## src/rtl/booth_pkg.sv

```systemverilog
// Shared constants for the sequential radix-2 Booth multiplier: FSM state
// encodings and the per-iteration add/sub/nop select.
package booth_pkg;

   localparam logic [1:0] ST_IDLE = 2'd0;
   localparam logic [1:0] ST_RUN  = 2'd1;
   localparam logic [1:0] ST_DONE = 2'd2;

   localparam logic [1:0] BOOTH_NOP = 2'd0;
   localparam logic [1:0] BOOTH_ADD = 2'd1;
   localparam logic [1:0] BOOTH_SUB = 2'd2;

   // Radix-2 Booth recoding of the bit pair {Q[0], Q_1}.
   function automatic logic [1:0] booth_op(input logic q0, input logic q_1);
      case ({q0, q_1})
         2'b01:   return BOOTH_ADD;
         2'b10:   return BOOTH_SUB;
         default: return BOOTH_NOP;
      endcase
   endfunction

endpackage

```

## src/rtl/booth_step.sv

```systemverilog
// One combinational Booth iteration: optional add/sub of M into A, then an
// arithmetic right shift of the {A, Q, Q_1} chain by one bit.
module booth_step
   import booth_pkg::*;
#(
   parameter int N = 4
) (
   input  logic [N:0]   a,
   input  logic [N:0]   m,
   input  logic [N-1:0] q,
   input  logic         q_1,
   output logic [N:0]   a_next,
   output logic [N-1:0] q_next,
   output logic         q_1_next
);

   logic [1:0] op;
   logic [N:0] sum;

   always_comb begin
      op  = booth_op(q[0], q_1);
      sum = a;
      case (op)
         BOOTH_ADD: sum = a + m;
         BOOTH_SUB: sum = a - m;
         default:   sum = a;
      endcase
   end

   // A is one bit wider than the operands, so its MSB is a true sign bit.
   assign a_next   = {sum[N], sum[N:1]};
   assign q_next   = {sum[0], q[N-1:1]};
   assign q_1_next = q[0];

endmodule

```

## src/rtl/booth_seq_mult.sv

```systemverilog
// Sequential radix-2 Booth multiplier: one add/sub/shift per clock under a
// start/busy/done handshake, producing a signed 2N-bit product.
module booth_seq_mult
   import booth_pkg::*;
#(
   parameter  int N  = 4,
   localparam int CW = $clog2(N) + 1
) (
   input  logic           clk,
   input  logic           rst,
   input  logic           start,
   input  logic [N-1:0]   Multiplier,
   input  logic [N-1:0]   Multiplicant,
   output logic           busy,
   output logic           done,
   output logic [2*N-1:0] out
);

   localparam logic [CW-1:0] CNT_LAST = CW'(N - 1);

   logic [1:0]     state_reg;
   logic [1:0]     state_next;
   logic [N:0]     a_reg;
   logic [N:0]     m_reg;
   logic [N-1:0]   q_reg;
   logic           q_1_reg;
   logic [CW-1:0]  cnt_reg;
   logic [2*N-1:0] out_reg;

   logic [N:0]     a_step;
   logic [N-1:0]   q_step;
   logic           q_1_step;
   logic           load;
   logic           last_iter;

   booth_step #(.N(N)) u_step (
      .a        (a_reg),
      .m        (m_reg),
      .q        (q_reg),
      .q_1      (q_1_reg),
      .a_next   (a_step),
      .q_next   (q_step),
      .q_1_next (q_1_step)
   );

   // A new operation may be accepted from IDLE or straight out of DONE.
   assign load      = start && (state_reg == ST_IDLE || state_reg == ST_DONE);
   assign last_iter = (state_reg == ST_RUN) && (cnt_reg == CNT_LAST);

   always_ff @(posedge clk or posedge rst) begin
      if (rst) begin
         state_reg <= ST_IDLE;
      end else begin
         state_reg <= state_next;
      end
   end

   always_comb begin
      state_next = ST_IDLE;
      case (state_reg)
         ST_IDLE: state_next = start ? ST_RUN : ST_IDLE;
         ST_RUN:  state_next = (cnt_reg == CNT_LAST) ? ST_DONE : ST_RUN;
         ST_DONE: state_next = start ? ST_RUN : ST_IDLE;
         default: state_next = ST_IDLE;
      endcase
   end

   always_comb begin
      busy = 1'b0;
      done = 1'b0;
      case (state_reg)
         ST_RUN:  busy = 1'b1;
         ST_DONE: done = 1'b1;
         default: begin
            busy = 1'b0;
            done = 1'b0;
         end
      endcase
   end

   always_ff @(posedge clk or posedge rst) begin
      if (rst) begin
         a_reg   <= '0;
         m_reg   <= '0;
         q_reg   <= '0;
         q_1_reg <= 1'b0;
         cnt_reg <= '0;
         out_reg <= '0;
      end else if (load) begin
         a_reg   <= '0;
         m_reg   <= {Multiplicant[N-1], Multiplicant};
         q_reg   <= Multiplier;
         q_1_reg <= 1'b0;
         cnt_reg <= '0;
      end else if (state_reg == ST_RUN) begin
         a_reg   <= a_step;
         q_reg   <= q_step;
         q_1_reg <= q_1_step;
         cnt_reg <= cnt_reg + CW'(1);
         // The product is taken from the post-shift chain of the final step.
         if (last_iter) begin
            out_reg <= {a_step[N-1:0], q_step};
         end
      end
   end

   assign out = out_reg;

endmodule

```

## config.mk

```make
export PLATFORM = sky130hd
export DESIGN_NAME = booth_seq_mult
export DESIGN_NICKNAME = d
export VERILOG_FILES = /design/src/rtl/booth_pkg.sv /design/src/rtl/booth_step.sv /design/src/rtl/booth_seq_mult.sv
export SDC_FILE = /design/constraint.sdc
export NUM_CORES = 1
export LEC_CHECK = 0
export CORE_UTILIZATION = 42
export DETAILED_ROUTE_END_ITERATION = 8
export HOLD_SLACK_MARGIN = 0.05
export PLACE_DENSITY_LB_ADDON = 0.12
export SLEW_MARGIN = 25
export SYNTH_ARGS = -nofsm -noshare
export SYNTH_HDL_FRONTEND = slang
export SYNTH_SLANG_ARGS = --single-unit
```

## constraint.sdc

```tcl
create_clock -name clk -period 3.2 [get_ports clk]
set_input_delay 0.64 -clock clk [delete_from_list [all_inputs] [get_ports clk]]
set_output_delay 0.64 -clock clk [all_outputs]
set_load 0.005 [all_outputs]
```

==> impl_metrics.yaml <==
logic_synthesis:
  yosys_warnings: 0
  syn_area_per_cell_um2: 10.5
  synth_seq_cells: 26
  yosysTopAreaCell: "dfrtp_1"
  synthesis.area_mm2: 0.00134
  synth_most_common_cell: "dfrtp_1"
  synth_edf_count: 0
  synth.top_cells.by_count: "dfrtp_1, nand2_1, o21ai_0, inv_1"
  synth_top_flop_cell: "dfrtp_1"
  yosysSeqAreaShare_pct: 48.6
  synth_async_sr_flop_share_pct: 100
  synth_cells: 128
  synth.area.top_cells: "dfrtp_1, ha_1, mux2_2"
  ys_types: 35
  syn_nets: 148
  synth.top_cell.area_share_pct: 48.6
route:
  drtIter0Drc: 27
  num_vias: 948
  wl_per_cell_um: 12.8
  routed_wl_um: 2490
  drc: 0
  vias_per_cell: 4.89
  antenna_left: 0
  dr.pass1.iters: 4
cells_and_area:
  diodes: 0
  nNetsFinal: 171
  largest_reg_flops: 8
  syn_to_final_growth_pct: 20.9
  drive_gt1_share_pct: 12.7
floorplanning:
  dieWidth_um: 58.5
  num_io_pins: 21
  die_height_um: 58.5
  start_util_pct: 44.2
  die-area_mm2: 0.00342
  rows: 20
  core-area_mm2: 0.00303
critical_path:
  required_ps: 3430
  crit_slowest_cell: "fa_1"
  slowest_delay_ps: 430
  endpoint_kind: "flop"
  crit_arrival_ps: 2740
  critPathLaunchType: "flop"
  path_max_fanout: 5
  path_class: "flop to flop"
  path_cells: "inv_1, ha_1, mux2_2, fa_1, nand2b_1, a21oi_2, xnor2_1, a21boi_0, o31a_1"
clock_tree:
  clock-sinks: 26
  postCtsSetupBuffers: 0
  cts_htree_levels: 1
  clock-root-buffer: "clkbuf_4"
  cts_tree: "yes"
  postCtsResizedCells: 0
  clockBufferDepth: 2
  clk_latency_ps: 330
  cts.reportedPaths.clkPinSlew_ps: 140
  holdBufCountCts: 0
  cts_made_buffers: 3
power:
  p_leak_nw: 0.736
  ir_worst_vdd_mv: 0.508
  power.density_mw_per_mm2: 1210
global_routing:
  grt-ovfl-total: 0
  grt_usage_pct: 16.9
  grt_max_degree: 27
  first_global_vias: 937
  grt_pass1_wl_um: 4280
  grt_antenna_before_repair: 0
sta:
  tightest_slew_ps: 550
  slew_headroom_pct: 63.3
  clock_skew_ps: 9.10
  period_share_pct: 78.4
  hold_viol_final: 0
  setup_viol: 0
  hold_ws_ps: 500
  drv_slew: 0
  fin_crit_ps: 2510
  fin_tns_setup_ps: 0
  max_freq_ghz: 0.398
  grt_setup_unrepaired: "no"
job:
  cap_violations: 0
placed_design:
  portBuffers: 20
  dp_hpwl_um: 1830
  gp_congestion: 0.744
status:
  outcome: "completed"
hold_path:
  hold_class: "flop to flop"
-- stage by stage --
stage	utilization [%]	cell area, um2	instances	setup WS, ps	total power [mW]
final	53.5	1620	194	690	1.96
after global routing	53.5	1620	194	517	2.18
after CTS	53.5	1620	194	674	1.98
after detailed placement	52.3	1580	190	721	1.80
after global placement	52.3	1580	190	796	1.78
after floorplan	-	1340	128	877	1.47
-- metal layers --
layer  GRT usage, %  share of wire, %
met1           24.2                50
met2           25.6                46
met5              0                 0
met4           8.16               1.8
met3           1.98               2.2
-- kinds of logic after synthesis --
group / after synthesis / share of synthesized area [%]
buf+inv: 15 / 5.23
simple gates: 37 / 13.3
compound gates: 28 / 13.8
xor+xnor: 4 / 2.62
fa+ha+maj: 9 / 8.97
mux: 9 / 7.48
flops: 26 / 48.6
-- placed cells by master, fill, tap and decap left out, types with 2 or more instances in the layout --
master,instances
dfrtp_1,26
clkdlybuf4s50_1,20
nand2_1,18
o21ai_0,12
inv_1,9
mux2_2,8
ha_1,8
nor2_1,5
nor2b_1,4
a22oi_1,4
a22o_1,3
xnor2_1,3
clkbuf_4,3
nand2b_1,2
buf_4,2
-- area by class of cell --
| class | instances | area, um2 |
|---|---|---|
| fillers | 292 | 1410 |
| clock buffers | 4 | 36.3 |
| well taps | 44 | 55.1 |
| inverters | 11 | 43.8 |
| multi-input cells | 87 | 618 |
| flip-flops and latches | 26 | 651 |
| repair buffers | 22 | 215 |
-- path summary, 6_finish.rpt --
check / start / to / slack, ps / cells after the start
worst max-delay path: q_1_reg$_DFFE_PP0P_ / out[7]$_DFFE_PP0P_ / 690 / 9
worst min-delay path: out[3]$_DFFE_PP0P_ / out[3]$_DFFE_PP0P_ / 500 / 2
worst max register to register: q_1_reg$_DFFE_PP0P_ / out[7]$_DFFE_PP0P_ / 690 / 9
max in group asynchronous: rst / a_reg[0]$_DFFE_PP0P_ / 2160 / 2
worst min register to register: out[3]$_DFFE_PP0P_ / out[3]$_DFFE_PP0P_ / 500 / 2
min in group asynchronous: rst / out[0]$_DFFE_PP0P_ / 670 / 2
-- worst max-delay path: cells and delay by family (launching register included) --
family          cells  cell delay (ps)
fa+ha+maj           2              650
buf+inv             1               60
xor+xnor            1              180
flops               1              410
mux                 1              380
compound gates      3              560
simple gates        1              170
-- power breakdown --
| part | internal (mW) | total, mW | switching, mW |
|---|---|---|---|
| clock network | 0.0697 | 0.169 | 0.0991 |
| logic | 0.601 | 1.18 | 0.580 |
| registers | 0.494 | 0.610 | 0.115 |
No activity file was read; power rests on OpenSTA's default activity.
